==> config.mk <==
export PLATFORM = sky130hd
export DESIGN_NAME = mem_port_arbiter
export DESIGN_NICKNAME = d
export VERILOG_FILES = /design/src/rtl/mem_port_arbiter_pkg.sv /design/src/rtl/mem_port_arbiter_rr_pick.sv /design/src/rtl/mem_port_arbiter.sv
export SDC_FILE = /design/constraint.sdc
export NUM_CORES = 1
export LEC_CHECK = 0
export CORE_AREA = 2 2 394 396
export CTS_CLUSTER_SIZE = 24
export DETAILED_ROUTE_END_ITERATION = 7
export DIE_AREA = 0 0 396 398
export GPL_TIMING_DRIVEN = 0
export PLACE_DENSITY = 0.45
export SYNTH_ARGS = -nofsm -noshare
export SYNTH_HDL_FRONTEND = slang
export SYNTH_SLANG_ARGS = --single-unit
==> constraint.sdc <==
create_clock -name i_clk -period 1.55 [get_ports i_clk]
set_input_delay 0.31 -clock i_clk [delete_from_list [all_inputs] [get_ports i_clk]]
set_output_delay 0.31 -clock i_clk [all_outputs]
set_load 0.03 [all_outputs]
==> src/rtl/mem_port_arbiter_pkg.sv <==
// mem_arb_pkg
//   Shared types and constants for the memory port arbiter.
//   - arb_state_t : grant FSM states
//   - side_t      : requester side (I-cache / D-cache), also the round-robin pointer
//   - DATA_PART_OFFSET : default base of the data region, added to D-side addresses
package mem_arb_pkg;

    localparam logic [31:0] DATA_PART_OFFSET = 32'h0000_D000;

    typedef enum logic [2:0] {
        IDLE,
        IRD,
        DRD,
        DWR,
        RESP
    } arb_state_t;

    typedef enum logic {
        SIDE_I = 1'b0,
        SIDE_D = 1'b1
    } side_t;

endpackage

==> src/rtl/mem_port_arbiter_rr_pick.sv <==
// mem_arb_rr_pick
//   Combinational two-way round-robin picker.
//   Ports:
//     i_req_i    - I-side request pending
//     i_req_d    - D-side request pending (read or write)
//     i_ptr      - side granted last (SIDE_I / SIDE_D encoding)
//     o_gnt_side - side to grant (SIDE_I / SIDE_D encoding)
//     o_gnt_vld  - at least one side is pending
module mem_arb_rr_pick
    import mem_arb_pkg::*;
(
    input  logic i_req_i,
    input  logic i_req_d,
    input  logic i_ptr,
    output logic o_gnt_side,
    output logic o_gnt_vld
);

    // The side that did not win last time has priority; if it is idle the
    // other side takes the grant.
    always_comb begin
        o_gnt_vld = i_req_i | i_req_d;
        if (i_ptr == SIDE_D) begin
            o_gnt_side = i_req_i ? SIDE_I : SIDE_D;
        end else begin
            o_gnt_side = i_req_d ? SIDE_D : SIDE_I;
        end
    end

endmodule

==> src/rtl/mem_port_arbiter.sv <==
// mem_port_arbiter
//   Shares one external memory read channel and one write channel between the
//   I-cache read port and the D-cache read/write ports. One transaction is in
//   flight at a time; I-side and D-side alternate round-robin, and inside the
//   D-side a pending write beats a pending read. D-side addresses get the data
//   region offset added (wrapping). All memory-side outputs are registered.
//
//   Optional build macro: MEM_TIMEOUT_EN
//     Enables a 16-bit watchdog; after TIMEOUT_CYCLES busy cycles without a
//     memory done, the request is aborted, the owner gets its done pulse (with
//     an all-zero line for reads) and o_timeout_err is set until reset.
//     Without the macro the FSM waits indefinitely and o_timeout_err is 0.
//
//   Ports:
//     i_clk, i_rst                 - clock, synchronous active-high reset
//     i_icache_read_*              - I-side level read request / address
//     o_icache_cache_line/_done    - I-side returned line and done pulse
//     i_dcache_read_*              - D-side level read request / address
//     o_dcache_cache_line/_done    - D-side returned line and done pulse
//     i_dcache_write_*             - D-side level write request, addr/data/strobe
//     o_dcache_write_done          - D-side write done pulse
//     o_mem_read_req/_address      - memory read request (held until done)
//     i_mem_read_done, i_cache_line- memory read completion and data
//     o_mem_write_*, o_write_strobe- memory write request (held until done)
//     i_mem_write_done             - memory write completion
//     o_timeout_err                - sticky watchdog error
module mem_port_arbiter
    import mem_arb_pkg::*;
#(
    parameter int                    DATA_WIDTH       = 32,
    parameter int                    ADDR_WIDTH       = 32,
    parameter int                    CACHE_LINE_WIDTH = 256,
    parameter logic [ADDR_WIDTH-1:0] DATA_OFFSET      = ADDR_WIDTH'(DATA_PART_OFFSET),
    parameter int                    TIMEOUT_CYCLES   = 1024
) (
    input  logic                        i_clk,
    input  logic                        i_rst,

    input  logic                        i_icache_read_req,
    input  logic [ADDR_WIDTH-1:0]       i_icache_read_address,
    output logic [CACHE_LINE_WIDTH-1:0] o_icache_cache_line,
    output logic                        o_icache_read_done,

    input  logic                        i_dcache_read_req,
    input  logic [ADDR_WIDTH-1:0]       i_dcache_read_address,
    output logic [CACHE_LINE_WIDTH-1:0] o_dcache_cache_line,
    output logic                        o_dcache_read_done,

    input  logic                        i_dcache_write_valid,
    input  logic [ADDR_WIDTH-1:0]       i_dcache_write_address,
    input  logic [DATA_WIDTH-1:0]       i_dcache_write_data,
    input  logic [7:0]                  i_dcache_write_strobe,
    output logic                        o_dcache_write_done,

    output logic                        o_mem_read_req,
    output logic [ADDR_WIDTH-1:0]       o_mem_read_address,
    input  logic                        i_mem_read_done,
    input  logic [CACHE_LINE_WIDTH-1:0] i_cache_line,

    output logic                        o_mem_write_valid,
    output logic [ADDR_WIDTH-1:0]       o_mem_write_address,
    output logic [DATA_WIDTH-1:0]       o_mem_write_data,
    output logic [7:0]                  o_write_strobe,
    input  logic                        i_mem_write_done,

    output logic                        o_timeout_err
);

    arb_state_t state;
    side_t      rr_ptr;
    logic       gnt_side;
    logic       gnt_vld;
    logic       tmo_abort;

    mem_arb_rr_pick u_pick (
        .i_req_i    (i_icache_read_req),
        .i_req_d    (i_dcache_write_valid | i_dcache_read_req),
        .i_ptr      (rr_ptr),
        .o_gnt_side (gnt_side),
        .o_gnt_vld  (gnt_vld)
    );

`ifdef MEM_TIMEOUT_EN
    logic [15:0] tmo_cnt;
    logic        busy;

    assign busy = (state == IRD) || (state == DRD) || (state == DWR);

    // A real done on the same edge as the limit wins over the abort.
    always_comb begin
        tmo_abort = busy && (tmo_cnt == 16'(TIMEOUT_CYCLES - 1)) &&
                    !((state == DWR) ? i_mem_write_done : i_mem_read_done);
    end

    // Counter is zero on the first busy cycle after every grant because it
    // is held clear in IDLE and RESP.
    always_ff @(posedge i_clk) begin
        if (i_rst) begin
            tmo_cnt       <= '0;
            o_timeout_err <= 1'b0;
        end else begin
            tmo_cnt <= busy ? tmo_cnt + 16'd1 : '0;
            if (tmo_abort) begin
                o_timeout_err <= 1'b1;
            end
        end
    end
`else
    logic [15:0] unused_tmo_limit;

    assign unused_tmo_limit = 16'(TIMEOUT_CYCLES);
    assign tmo_abort        = 1'b0;
    assign o_timeout_err    = 1'b0;
`endif

    // Grant FSM and datapath registers. The memory-side address/data/strobe
    // outputs are the latched copies of the granted request, so the caches
    // may change their inputs mid-transaction without affecting memory.
    always_ff @(posedge i_clk) begin
        if (i_rst) begin
            state               <= IDLE;
            rr_ptr              <= SIDE_D;
            o_icache_cache_line <= '0;
            o_icache_read_done  <= 1'b0;
            o_dcache_cache_line <= '0;
            o_dcache_read_done  <= 1'b0;
            o_dcache_write_done <= 1'b0;
            o_mem_read_req      <= 1'b0;
            o_mem_read_address  <= '0;
            o_mem_write_valid   <= 1'b0;
            o_mem_write_address <= '0;
            o_mem_write_data    <= '0;
            o_write_strobe      <= '0;
        end else begin
            o_icache_read_done  <= 1'b0;
            o_dcache_read_done  <= 1'b0;
            o_dcache_write_done <= 1'b0;

            case (state)
                IDLE: begin
                    if (gnt_vld) begin
                        if (gnt_side == SIDE_I) begin
                            rr_ptr             <= SIDE_I;
                            o_mem_read_req     <= 1'b1;
                            o_mem_read_address <= i_icache_read_address;
                            state              <= IRD;
                        end else begin
                            rr_ptr <= SIDE_D;
                            if (i_dcache_write_valid) begin
                                o_mem_write_valid   <= 1'b1;
                                o_mem_write_address <= i_dcache_write_address + DATA_OFFSET;
                                o_mem_write_data    <= i_dcache_write_data;
                                o_write_strobe      <= i_dcache_write_strobe;
                                state               <= DWR;
                            end else begin
                                o_mem_read_req     <= 1'b1;
                                o_mem_read_address <= i_dcache_read_address + DATA_OFFSET;
                                state              <= DRD;
                            end
                        end
                    end
                end

                IRD, DRD: begin
                    if (i_mem_read_done || tmo_abort) begin
                        o_mem_read_req     <= 1'b0;
                        o_mem_read_address <= '0;
                        if (state == IRD) begin
                            o_icache_cache_line <= i_mem_read_done ? i_cache_line : '0;
                            o_icache_read_done  <= 1'b1;
                        end else begin
                            o_dcache_cache_line <= i_mem_read_done ? i_cache_line : '0;
                            o_dcache_read_done  <= 1'b1;
                        end
                        state <= RESP;
                    end
                end

                DWR: begin
                    if (i_mem_write_done || tmo_abort) begin
                        o_mem_write_valid   <= 1'b0;
                        o_mem_write_address <= '0;
                        o_mem_write_data    <= '0;
                        o_write_strobe      <= '0;
                        o_dcache_write_done <= 1'b1;
                        state               <= RESP;
                    end
                end

                // Requester sees its done pulse here and drops its level.
                RESP: state <= IDLE;

                default: state <= IDLE;
            endcase
        end
    end

endmodule

==> flow_summary.yaml <==
logic_synthesis:
  yosys_register_bits: 625
  yosysUniqueCellTypes: 54
  ys.flop_type: "dfxtp_1"
  synthesis.nets: 3223
  ys_warn_count: 0
  synth.yosys.seq_area_share_pct: 55.7
  synth_edf_count: 0
  avgSynthCellArea_um2: 7.96
  synthArstFlopShare_pct: 0
  netlist_area_mm2: 0.0225
  synth_cells: 2822
power_and_ir_drop:
  p_clk_share_pct: 31.1
  p_sw_mw: 23.4
  ir_worst_vdd_mv: 1.00
  sw_frac_of_total_pct: 36.8
  seqPwrFrac_pct: 31.4
  leakagePower_nw: 16.3
  p_int_mw: 40.1
  comb_power_share_pct: 37.5
  powerDensity_mw_per_mm2: 1420
critical_path:
  regToRegEndpoint: "o_mem_write_valid$_SDFFE_PP0P_"
  critPathMaxFanout: 8
  critPathLaunchType: "flop"
  cpMostUsedCell: "buf_6"
  slowest_delay_ps: 340
  path_delay_family: "buffers and inverters"
  path_class: "reg -> reg"
  crit_buf_inv: 6
  required_ps: 2040
  r2r_cells: 10
  cp.arrival_ps: 2290
  crit_end: "o_mem_write_valid$_SDFFE_PP0P_"
  cp_num_cells: 10
  worstSetupEndpointType: "flop"
  cp-startpoint: "state[0]$_SDFFE_PP0P_"
  slowest_stage: "dfxtp_2"
  path_cells: "buf_6 > and2b_2 > buf_6 > nand3_4 > buf_6 > buf_6 > buf_8 > buf_2 > a21oi_1 > nor2_1"
  r2r_slack_ps: -250
  r2r_start: "state[0]$_SDFFE_PP0P_"
timing:
  fmax_mhz: 557
  slew_violations: 0
  finalSetupTns_ps: -162360
  finalHoldViolCount: 0
  whs_ps: 136
  setup_viol: 1180
  worst_slack_ps: -247
  rsz0062_at_grt: "yes"
  finalCritPeriodShare_pct: 116
  slew_headroom_pct: 25.4
  period_needed_ps: 1800
  worst_pin_slew_ps: 1120
  final.setup_skew_ps: 27.0
die:
  io_pins: 1021
  die_area_mm2: 0.158
  initial_utilization_pct: 14.7
  rows: 144
  core-area_mm2: 0.153
  die_x_um: 396
  die_h_um: 398
grt:
  grt_pass1_wl_um: 184000
  antenna_found_initial: 16
  overflow: 0
  grt_max_degree: 12
  first_global_vias: 23900
  grt_usage_pct: 16.3
cells_and_area:
  drive_gt1_share_pct: 33.6
  nets: 4454
  area_growth_pct: 99.3
clock_network:
  htree_num_levels: 3
  cts_tree: "yes"
  cts_buffers: 80
  path_clk_slew_ps: 60
  cts_buffer_depth: 3
  cts_root_buf: "clkbuf_16"
  cts.sinks: 625
  clk_latency_ps: 680
run_status:
  violations: "negative setup slack"
  status: "finished, violations left"
detailed_routing:
  vias: 25200
  wire_per_inst_um: 23.1
  dr.pass1.iters: 7
  drtIter0Drc: 1343
  drc: 0
  antenna_left: 0
  routed_wirelength_um: 143000
  via_per_inst: 4.08
place:
  dp_hpwl_um: 106000
  gp_congestion: 0.985
  port_buffers: 1017
job:
  drv_cap: 0
min_path:
  hp-class: "in -> reg"
power by group through the flow:
stage | sequential, mW | clock, mW | combinational, mW
final | 19.9 | 19.8 | 23.8
after global routing | 20.2 | 20.9 | 25.0
after CTS | 19.6 | 20.3 | 19.6
after detailed placement | 19.9 | 0 | 18.6
after global placement | 19.8 | 0 | 18.6
after floorplan | 23.9 | 0 | 5.23
registers in the layout (all words and copies together), names as in the netlist, 3 cells and up:
name,cells
o_write_strobe,8
o_mem_write_data,32
o_mem_write_address,32
state,3
o_dcache_cache_line,256
o_icache_cache_line,256
o_mem_read_address,32
kinds of logic after synthesis:
group	synth area share, %
simple gates	22.2
xor+xnor	1.25
compound gates	15.6
fa+ha+maj	0.111
other cells	0.0167
flops	55.7
buf+inv	4.43
mux	0.713
synthesized netlist by cell type, drive strengths merged, types with 2 or more instances:
| cell type | n | area (µm²) |
|---|---|---|
| xor2 | 11 | 96.3 |
| a31oi | 2 | 12.5 |
| nor3 | 10 | 86.3 |
| clkbuf | 90 | 338 |
| mux2i | 16 | 160 |
| nor4 | 2 | 12.5 |
| dfxtp | 625 | 12500 |
| a21o | 4 | 30.0 |
| ha | 2 | 25.0 |
| and3 | 7 | 43.8 |
| nand3 | 75 | 380 |
| a21oi | 580 | 2910 |
| and4 | 2 | 17.5 |
| nand2 | 1108 | 4160 |
| nor2 | 42 | 158 |
| a211o | 2 | 17.5 |
| nand2b | 2 | 12.5 |
| a32oi | 2 | 17.5 |
| a2bb2oi | 15 | 131 |
| o21ai | 24 | 120 |
| a211oi | 2 | 15.0 |
| nand4 | 3 | 18.8 |
| buf | 125 | 627 |
| inv | 8 | 30.0 |
| a22oi | 7 | 52.6 |
| a22o | 12 | 105 |
| or3 | 5 | 31.3 |
| xnor2 | 21 | 184 |
cell usage in the layout (no fill, tap or decap), types with 14 or more instances in the layout:
cell type,count
dfxtp_1,574
buf_8,45
clkdlybuf4s50_1,394
buf_12,58
nor2_1,40
xnor2_1,21
nand2_4,189
nand2_1,887
buf_4,55
a21oi_1,359
clkbuf_8,25
clkbuf_1,56
buf_2,38
nand3_1,57
a21oi_2,220
dfxtp_2,46
clkbuf_2,29
a2bb2oi_1,15
dlygate4sd2_1,65
clkdlybuf4s15_1,152
nand2_2,31
o21ai_1,14
clkbuf_16,142
clkdlybuf4s15_2,316
buf_6,97
area by class of cell:
type	instances	area, µm²
Antenna cell	10	25.0
Buffer	209	2370
Clock buffer	123	2480
Clock inverter	23	313
Fill cell	16400	109000
Inverter	8	30.0
Multi-Input combinational cell	1974	11600
Sequential cell	625	12600
Tap cell	2044	2560
Timing Repair Buffer	1155	12800
per-layer routing:
layer  part of all wire (%)  vias to the layer above  global-route usage (%)
met4                    3.1                       10                    5.55
met3                    7.3                      199                    5.07
met2                     48                      897                    27.2
li1                       -                    11800                       -
met1                     42                    12200                    19.8
met5                  0.043                        -                       0
timing repair:
item / 4_1_cts / 5_1_grt
gates cloned: 8 / 58
hold buffers: 0 / 0
pin swaps: 5 / 397
gates resized for setup: 2021 / 1144
setup buffers: 29 / 48
setup endpoints to repair: 1244 / 1219
per-stage QoR:
step / total power [mW] / setup WS [ps] / std cells / area [µm²] / utilization (%)
floorplan: 29.2 / -3.05 / 2822 / 22500 / -
global placement: 38.4 / -2430 / 5883 / 35300 / 23.0
detailed placement: 38.5 / -2440 / 5883 / 35300 / 23.0
CTS: 59.5 / -250 / 6064 / 39600 / 25.9
global route: 66.1 / -327 / 6167 / 44800 / 29.2
finish: 63.5 / -247 / 6171 / 44800 / 29.2
worst min path at each step:
stage          slack, ps                                start                              endpoint  cells past startpoint
3_5_place_dp         440  o_mem_read_address[18]$_SDFFE_PP0P_   o_mem_read_address[18]$_SDFFE_PP0P_                      2
2_1_floorplan        450                      i_cache_line[0]   o_dcache_cache_line[0]$_SDFFE_PP0P_                      2
3_3_place_gp         440  o_mem_read_address[24]$_SDFFE_PP0P_   o_mem_read_address[24]$_SDFFE_PP0P_                      1
5_1_grt              130                                i_rst                 state[0]$_SDFFE_PP0P_                      3
6_report             140           i_dcache_write_address[12]  o_mem_write_address[12]$_SDFFE_PP0P_                      4
4_1_cts               40                                i_rst                 state[0]$_SDFFE_PP0P_                      3
worst reg2reg max path, stage by stage (launching register included):
cell and delay [ps]:
dfxtp_2 340, buf_6 120, and2b_2 170, buf_6 110, nand3_4 140, buf_6 160
buf_6 100, buf_8 110, buf_2 160, a21oi_1 150, nor2_1 50
Power figures use the tool's default switching activity.
